--- config.mk ---
export PLATFORM = sky130hd
export DESIGN_NAME = seg_scan_ctrl_flat
export DESIGN_NICKNAME = d
export VERILOG_FILES = /design/src/rtl/seg_pkg.sv /design/src/rtl/seg_scan_ctrl_if.sv /design/src/rtl/seg_hex_dec.sv /design/src/rtl/seg_scan_ctrl.sv /design/src/flat_wrapper.sv
export SDC_FILE = /design/constraint.sdc
export NUM_CORES = 1
export LEC_CHECK = 0
export BUFFER_PORTS_ARGS = -buffer_cell sky130_fd_sc_hd__buf_2
export CORE_MARGIN = 2
export CORE_UTILIZATION = 28
export CTS_BUF_LIST = sky130_fd_sc_hd__clkbuf_4 sky130_fd_sc_hd__clkbuf_8
export DETAILED_ROUTE_END_ITERATION = 8
export PLACE_DENSITY = 0.56
export SYNTH_ARGS = -nofsm -noshare
export SYNTH_HDL_FRONTEND = slang
export SYNTH_SLANG_ARGS = --single-unit
--- constraint.sdc ---
create_clock -name clk -period 4.1 [get_ports clk]
set_input_delay 0.41 -clock clk [delete_from_list [all_inputs] [get_ports clk]]
set_output_delay 0.41 -clock clk [all_outputs]
set_load 0.005 [all_outputs]
--- src/rtl/seg_pkg.sv ---
// ----------------------------------------------------------------------------
// seg_pkg : shared types and constants for the 6-digit segment scanner
// Rev 1.0
// ----------------------------------------------------------------------------
`default_nettype none

package seg_pkg;

   localparam int          NUM_DIG   = 6;
   localparam logic [7:0]  SEG_BLANK = 8'hff;
   localparam logic [5:0]  SEL_NONE  = 6'h3f;

   // Active-low g..a codes for 0..F, bit7 (dp) held off; entry 15 first.
   localparam logic [15:0][7:0] SEG_TABLE = {
      8'h8e, 8'h86, 8'ha1, 8'hc6, 8'h83, 8'h88, 8'h90, 8'h80,
      8'hf8, 8'h82, 8'h92, 8'h99, 8'hb0, 8'ha4, 8'hf9, 8'hc0
   };

   typedef struct packed {
      logic [3:0] val;
      logic       dp;
   } digit_t;

   typedef enum logic [0:0] {
      ST_BLANK = 1'b0,
      ST_SHOW  = 1'b1
   } scan_state_t;

endpackage

`default_nettype wire

--- src/rtl/seg_scan_ctrl_if.sv ---
// ----------------------------------------------------------------------------
// seg_scan_ctrl_if : producer write port, commit control and display bus
// Rev 1.0
// ----------------------------------------------------------------------------
`default_nettype none

interface seg_scan_ctrl_if;
   import seg_pkg::*;

   logic               wr_vld;
   logic               wr_rdy;
   logic [2:0]         wr_addr;
   logic [3:0]         wr_data;
   logic               wr_dp;
   logic               commit;
   logic               lzb;
   logic               commit_pend;
   logic               frame_done;
   logic [NUM_DIG-1:0] seg_sel;
   logic [7:0]         seg_ment;

   modport master (
      output wr_vld, wr_addr, wr_data, wr_dp, commit, lzb,
      input  wr_rdy, commit_pend, frame_done, seg_sel, seg_ment
   );

   modport slave (
      input  wr_vld, wr_addr, wr_data, wr_dp, commit, lzb,
      output wr_rdy, commit_pend, frame_done, seg_sel, seg_ment
   );

endinterface

`default_nettype wire

--- src/rtl/seg_hex_dec.sv ---
// ----------------------------------------------------------------------------
// seg_hex_dec : hex digit + dp to active-low segment code, with blanking
// Rev 1.0
// ----------------------------------------------------------------------------
`default_nettype none

module seg_hex_dec
   import seg_pkg::*;
(
   input  logic [3:0] i_val,
   input  logic       i_dp,
   input  logic       i_blank,
   output logic [7:0] o_seg
);

   always_comb begin
      o_seg = SEG_BLANK;
      if (!i_blank) begin
         o_seg = SEG_TABLE[i_val];
         if (i_dp) begin
            o_seg[7] = 1'b0;
         end
      end
   end

endmodule

`default_nettype wire

--- src/rtl/seg_scan_ctrl.sv ---
// ----------------------------------------------------------------------------
// seg_scan_ctrl : 6-digit multiplexed display scanner, double-buffered store
// Rev 1.0
// ----------------------------------------------------------------------------
`default_nettype none

module seg_scan_ctrl
   import seg_pkg::*;
#(
   parameter int DIG_CYC   = 50_000,
   parameter int BLANK_CYC = 500
)(
   input  logic           clk,
   input  logic           rst,
   seg_scan_ctrl_if.slave bus
);

   localparam int            CW           = $clog2(DIG_CYC);
   localparam logic [CW-1:0] C_CNT_LAST   = CW'(DIG_CYC - 1);
   localparam logic [CW-1:0] C_BLANK_LAST = CW'(BLANK_CYC - 1);
   localparam logic [2:0]    C_DIG_LAST   = 3'(NUM_DIG - 1);

   logic [CW-1:0]      r_cnt0;
   logic [2:0]         r_cnt1;
   scan_state_t        r_state;
   scan_state_t        w_state_nxt;
   digit_t             r_shadow [NUM_DIG];
   digit_t             r_active [NUM_DIG];
   logic               r_commit_pend;
   logic               r_frame_done;
   logic [NUM_DIG-1:0] r_seg_sel;
   logic [7:0]         r_seg_ment;

   logic               w_cnt0_wrap;
   logic               w_boundary;
   logic               w_wr_fire;
   logic [NUM_DIG-1:0] w_lead;
   digit_t             w_cur;
   logic [7:0]         w_dec_seg;
   logic [NUM_DIG-1:0] w_sel_nxt;
   logic [7:0]         w_ment_nxt;

   assign w_cnt0_wrap = (r_cnt0 == C_CNT_LAST);
   assign w_boundary  = w_cnt0_wrap && (r_cnt1 == C_DIG_LAST);
   assign w_wr_fire   = bus.wr_vld && !r_commit_pend;
   assign w_cur       = r_active[r_cnt1];

   always_ff @(posedge clk) begin
      if (rst) begin
         r_cnt0 <= '0;
         r_cnt1 <= '0;
      end else begin
         r_cnt0 <= w_cnt0_wrap ? '0 : r_cnt0 + CW'(1);
         if (w_cnt0_wrap) begin
            r_cnt1 <= (r_cnt1 == C_DIG_LAST) ? 3'd0 : r_cnt1 + 3'd1;
         end
      end
   end

   // A digit is a leading zero if it and every digit above it is 0 without dp.
   always_comb begin
      logic v_run;
      v_run  = 1'b1;
      w_lead = '0;
      for (int d = NUM_DIG - 1; d >= 1; d--) begin
         v_run     = v_run && (r_active[d].val == 4'h0) && !r_active[d].dp;
         w_lead[d] = v_run;
      end
   end

   seg_hex_dec u_dec (
      .i_val   (w_cur.val),
      .i_dp    (w_cur.dp),
      .i_blank (bus.lzb && w_lead[r_cnt1]),
      .o_seg   (w_dec_seg)
   );

   always_ff @(posedge clk) begin
      if (rst) begin
         r_state <= ST_BLANK;
      end else begin
         r_state <= w_state_nxt;
      end
   end

   always_comb begin
      w_state_nxt = r_state;
      w_sel_nxt   = SEL_NONE;
      w_ment_nxt  = SEG_BLANK;
      case (r_state)
         ST_BLANK: begin
            if (r_cnt0 == C_BLANK_LAST) begin
               w_state_nxt = ST_SHOW;
            end
         end
         ST_SHOW: begin
            w_sel_nxt  = ~(NUM_DIG'(1) << r_cnt1);
            w_ment_nxt = w_dec_seg;
            if (w_cnt0_wrap) begin
               w_state_nxt = ST_BLANK;
            end
         end
         default: w_state_nxt = ST_BLANK;
      endcase
   end

   always_ff @(posedge clk) begin
      if (rst) begin
         r_seg_sel    <= SEL_NONE;
         r_seg_ment   <= SEG_BLANK;
         r_frame_done <= 1'b0;
      end else begin
         r_seg_sel    <= w_sel_nxt;
         r_seg_ment   <= w_ment_nxt;
         r_frame_done <= w_boundary;
      end
   end

   // The copy only happens while pending, when writes are stalled, so the
   // published bank is always a complete snapshot.
   always_ff @(posedge clk) begin
      if (rst) begin
         for (int d = 0; d < NUM_DIG; d++) begin
            r_shadow[d] <= '0;
            r_active[d] <= '0;
         end
         r_commit_pend <= 1'b0;
      end else begin
         for (int d = 0; d < NUM_DIG; d++) begin
            if (w_wr_fire && (bus.wr_addr == 3'(d))) begin
               r_shadow[d] <= '{val: bus.wr_data, dp: bus.wr_dp};
            end
         end
         if (w_boundary && r_commit_pend) begin
            for (int d = 0; d < NUM_DIG; d++) begin
               r_active[d] <= r_shadow[d];
            end
            r_commit_pend <= 1'b0;
         end else if (bus.commit) begin
            r_commit_pend <= 1'b1;
         end
      end
   end

   assign bus.wr_rdy      = !r_commit_pend;
   assign bus.commit_pend = r_commit_pend;
   assign bus.frame_done  = r_frame_done;
   assign bus.seg_sel     = r_seg_sel;
   assign bus.seg_ment    = r_seg_ment;

endmodule

`default_nettype wire

--- src/flat_wrapper.sv ---
// flat-port wrapper written by rule: the top's interface ports become plain ports
module seg_scan_ctrl_flat import seg_pkg::*;
#(
   parameter int DIG_CYC   = 50_000,
   parameter int BLANK_CYC = 500
)
  (clk, rst, bus_wr_vld, bus_wr_addr, bus_wr_data, bus_wr_dp, bus_commit, bus_lzb, bus_wr_rdy, bus_commit_pend, bus_frame_done, bus_seg_sel, bus_seg_ment);
  seg_scan_ctrl_if bus_i ();
  input  logic clk;
  input  logic rst;
  input wire logic [$bits(bus_i.wr_vld)-1:0] bus_wr_vld;
  input wire logic [$bits(bus_i.wr_addr)-1:0] bus_wr_addr;
  input wire logic [$bits(bus_i.wr_data)-1:0] bus_wr_data;
  input wire logic [$bits(bus_i.wr_dp)-1:0] bus_wr_dp;
  input wire logic [$bits(bus_i.commit)-1:0] bus_commit;
  input wire logic [$bits(bus_i.lzb)-1:0] bus_lzb;
  output wire logic [$bits(bus_i.wr_rdy)-1:0] bus_wr_rdy;
  output wire logic [$bits(bus_i.commit_pend)-1:0] bus_commit_pend;
  output wire logic [$bits(bus_i.frame_done)-1:0] bus_frame_done;
  output wire logic [$bits(bus_i.seg_sel)-1:0] bus_seg_sel;
  output wire logic [$bits(bus_i.seg_ment)-1:0] bus_seg_ment;
  assign bus_i.wr_vld = bus_wr_vld;
  assign bus_i.wr_addr = bus_wr_addr;
  assign bus_i.wr_data = bus_wr_data;
  assign bus_i.wr_dp = bus_wr_dp;
  assign bus_i.commit = bus_commit;
  assign bus_i.lzb = bus_lzb;
  assign bus_wr_rdy = bus_i.wr_rdy;
  assign bus_commit_pend = bus_i.commit_pend;
  assign bus_frame_done = bus_i.frame_done;
  assign bus_seg_sel = bus_i.seg_sel;
  assign bus_seg_ment = bus_i.seg_ment;
  seg_scan_ctrl #(.DIG_CYC(DIG_CYC), .BLANK_CYC(BLANK_CYC)) u_core (.clk(clk), .rst(rst), .bus(bus_i));
endmodule
==> out/results.txt <==
accumulated negative setup slack - 0 ns
maximum number of pins on one net before global-route repair - 31
Compound-Gate Fraction of Synth Area - 0.03807
RSZ-0062 raised after global routing - no
Slowest-stage cell, CP - dfxtp_1
core area - 0.01515 mm2
Final HPWL DP - 5788 um
Hold WC Path Type - in2reg
Clock Skews - 0.01458 ns
IO Pins - 30
Post-Synthesis Cells - 350
Post-Synth XOR/XNOR Area - 0.02827
initial antenna violation count - 0
Max-cap violations - 0
design area - 0.004816 mm2
post-cts resize count - 0
Num CTS Buffers - 9
Starting Density - 0.2864
# DRC - 0
Synth Area per Inst - 12.39 um2
Hold Violations, Final - 0
aggregate routed wire length - 7730 um
root buf cell - clkbuf_8
post-synth cell types - 47
Via density - 4.373
GP Congestion - 0.7993
Iter 0 DRT Violations - 179
post-layout total power - 1.763 mW
Via Count - 2506
status - finished clean
Slew HR - 0.4151
cts hold-fix bufs - 0
syn_nets - 371
Worst EP required - 4.42 ns
Slew Viols, Final - 0
DIE HEIGHT - 128.5 um
CP endpoint kind - flop
DP Area - 0.004631 mm2
port bufs - 29
Max stage delay on crit path - 0.54 ns
Least-Margin Pin Slew - 0.8773 ns
netlist area before placement - 0.004338 mm2
ys flop type - edfxtp_1
DR WL/cell - 13.49 um
fin crit share - 0.5871
area grow syn2layout - 11.02%
Setup Viol. Count Final - 0
CP Cell Sequence - mux2_2 > mux4_2 > inv_1 > ha_1 > inv_1 > mux2i_1 > mux2_2 > nand2_1
Fmax - 415.4 MHz
# rows - 45
layout cells sized above 1 - 0.1818
simple-gate share of the synthesized area - 0.2129
final net count - 401
# Post-CTS Setup Buffers - 0
Adder-Cell Fraction of Synth Area - 0.02307
number of routed nets with antenna violations - 0
sequential area share after synthesis - 0.5953
clock-pin slew on the worst setup and hold paths - 0.10 ns
worst-skew pair later-pin latency - 0.39 ns
CTS Sinks - 99
Post-synth ARST share - 0
crit start category - flop
min Tclk post-route - 2.407 ns
mux contribution to synthesized area - 0.07009
Total GRT Usage - 0.1026
FILL cells - 1502
die area - 0.01650 mm2
Antenna Cells - 0
largest family of logic cells by synthesized area - simple AND/OR/NAND/NOR gates
first-pass GRT wire length - 12900 um
H-tree levels - 3
number of synthesized flops with an enable pin - 60
crit path kind - reg2reg
vias in the first global route - 2540
Pre-Repair DR Iteration Count - 4
Crit path max-delay family - multiplexers
P_leak - 1.677 nW
Max Root-Sink Buffers - 2
CTS tree - yes
Buf/Inv on CP - 2
pwr dens - 366.2 mW/mm2
Horiz. Die Dim - 128.5 um
yosys warns - 0
critical path data arrival time - 2.73 ns
Yosys reg bits - 99
grt ovf - 0
Critical Path Fanout Max - 9
VDD IR-drop max - 0.0001359 V
[kinds of logic (layout without fill, tap and decap cells)]
group,after synthesis,after routing
xor+xnor,14,14
buf+inv,22,57
fa+ha+maj,8,8
compound gates,25,25
flops,99,99
simple gates,160,160
mux,22,22
[power by group]
group	leakage [nW]	total, mW	switching (mW)	internal [mW]
logic	0.650	0.0708	0.0454	0.0254
clock network	0.0936	0.600	0.360	0.240
registers	0.933	1.09	0.0129	1.08
total	1.68	1.76	0.418	1.35
[tightest hold or removal path: stages]
cell	delay, ns
buf_2	0.07
nor2_1	0.03
nor2_1	0.07
[layout by cell type, fill, tap and decap left out, types with 6 or more instances in the layout]
cell type / count
inv_1: 11
mux2i_1: 6
a21oi_1: 6
xnor2_1: 10
clkbuf_8: 9
ha_1: 8
mux2_2: 9
nand2_1: 17
and2_1: 61
nor3_1: 8
nor2_1: 29
dfxtp_1: 39
buf_2: 29
nand3_1: 8
edfxtp_1: 60
nor4_1: 6
[cells in the mapped netlist (7+ instances only)]
cell type | number | area, um2
xnor2_1 | 10 | 87.58
buf_6 | 7 | 78.83
nand3_1 | 8 | 40.04
ha_1 | 8 | 100.1
nor3_1 | 8 | 40.04
inv_1 | 11 | 41.29
nand2_1 | 17 | 63.81
edfxtp_1 | 60 | 1802
dfxtp_1 | 39 | 780.8
and2_1 | 61 | 381.6
mux2_2 | 9 | 101.4
nor2_1 | 29 | 108.9
[layer usage]
metal	GRT usage	wire length, um	up-vias
li1	-	-	1302
met1	0.1378	3836	1138
met2	0.1511	3356	49
met3	0.02204	280	17
met4	0.06399	257	0
met5	0	0	-
[worst paths after layout]
kind                                  to             start  slack [ns]  cells after the start
hold reg to reg         u_core.r_cnt0[0]  u_core.r_cnt0[0]        0.45                      1
hold / removal    u_core.bus.commit_pend        bus_commit        0.22                      3
setup / recovery  u_core.bus.seg_ment[3]              flop        1.69                      8
setup reg to reg  u_core.bus.seg_ment[3]              flop        1.69                      8
[flip-flops by register name (all words and copies together), names as in the netlist, named ones only]
register                count
u_core.r_state              1
u_core.r_shadow            30
u_core.r_active            30
u_core.bus.seg_ment         8
u_core.r_cnt1               3
u_core.bus.seg_sel          6
u_core.bus.frame_done       1
u_core.bus.commit_pend      1
u_core.r_cnt0              16
[final cells by class]
cell class	count	area (um2)	share of cell area
timing repair buffer	30	152.6	0.03170
sequential	99	2582	0.5362
tap	188	235.2	0.04884
multi-input combinational	229	1619	0.3362
inverter	11	41.29	0.008574
clock inverter	6	53.80	0.01117
clock buffer	10	131.4	0.02728
[metrics by stage]
step / setup slack, ns / cells / utilization / hold WS, ns
2_1_floorplan: 0.1228 / 350 / - / 0.4118
3_3_place_gp: 1.729 / 557 / 0.3057 / 0.4250
3_5_place_dp: 1.710 / 557 / 0.3057 / 0.4384
4_1_cts: 1.687 / 573 / 0.3180 / 0.2037
5_1_grt: 1.453 / 573 / 0.3180 / 0.2708
6_report: 1.693 / 573 / 0.3180 / 0.2201
No activity file was read; power rests on OpenSTA's default activity.
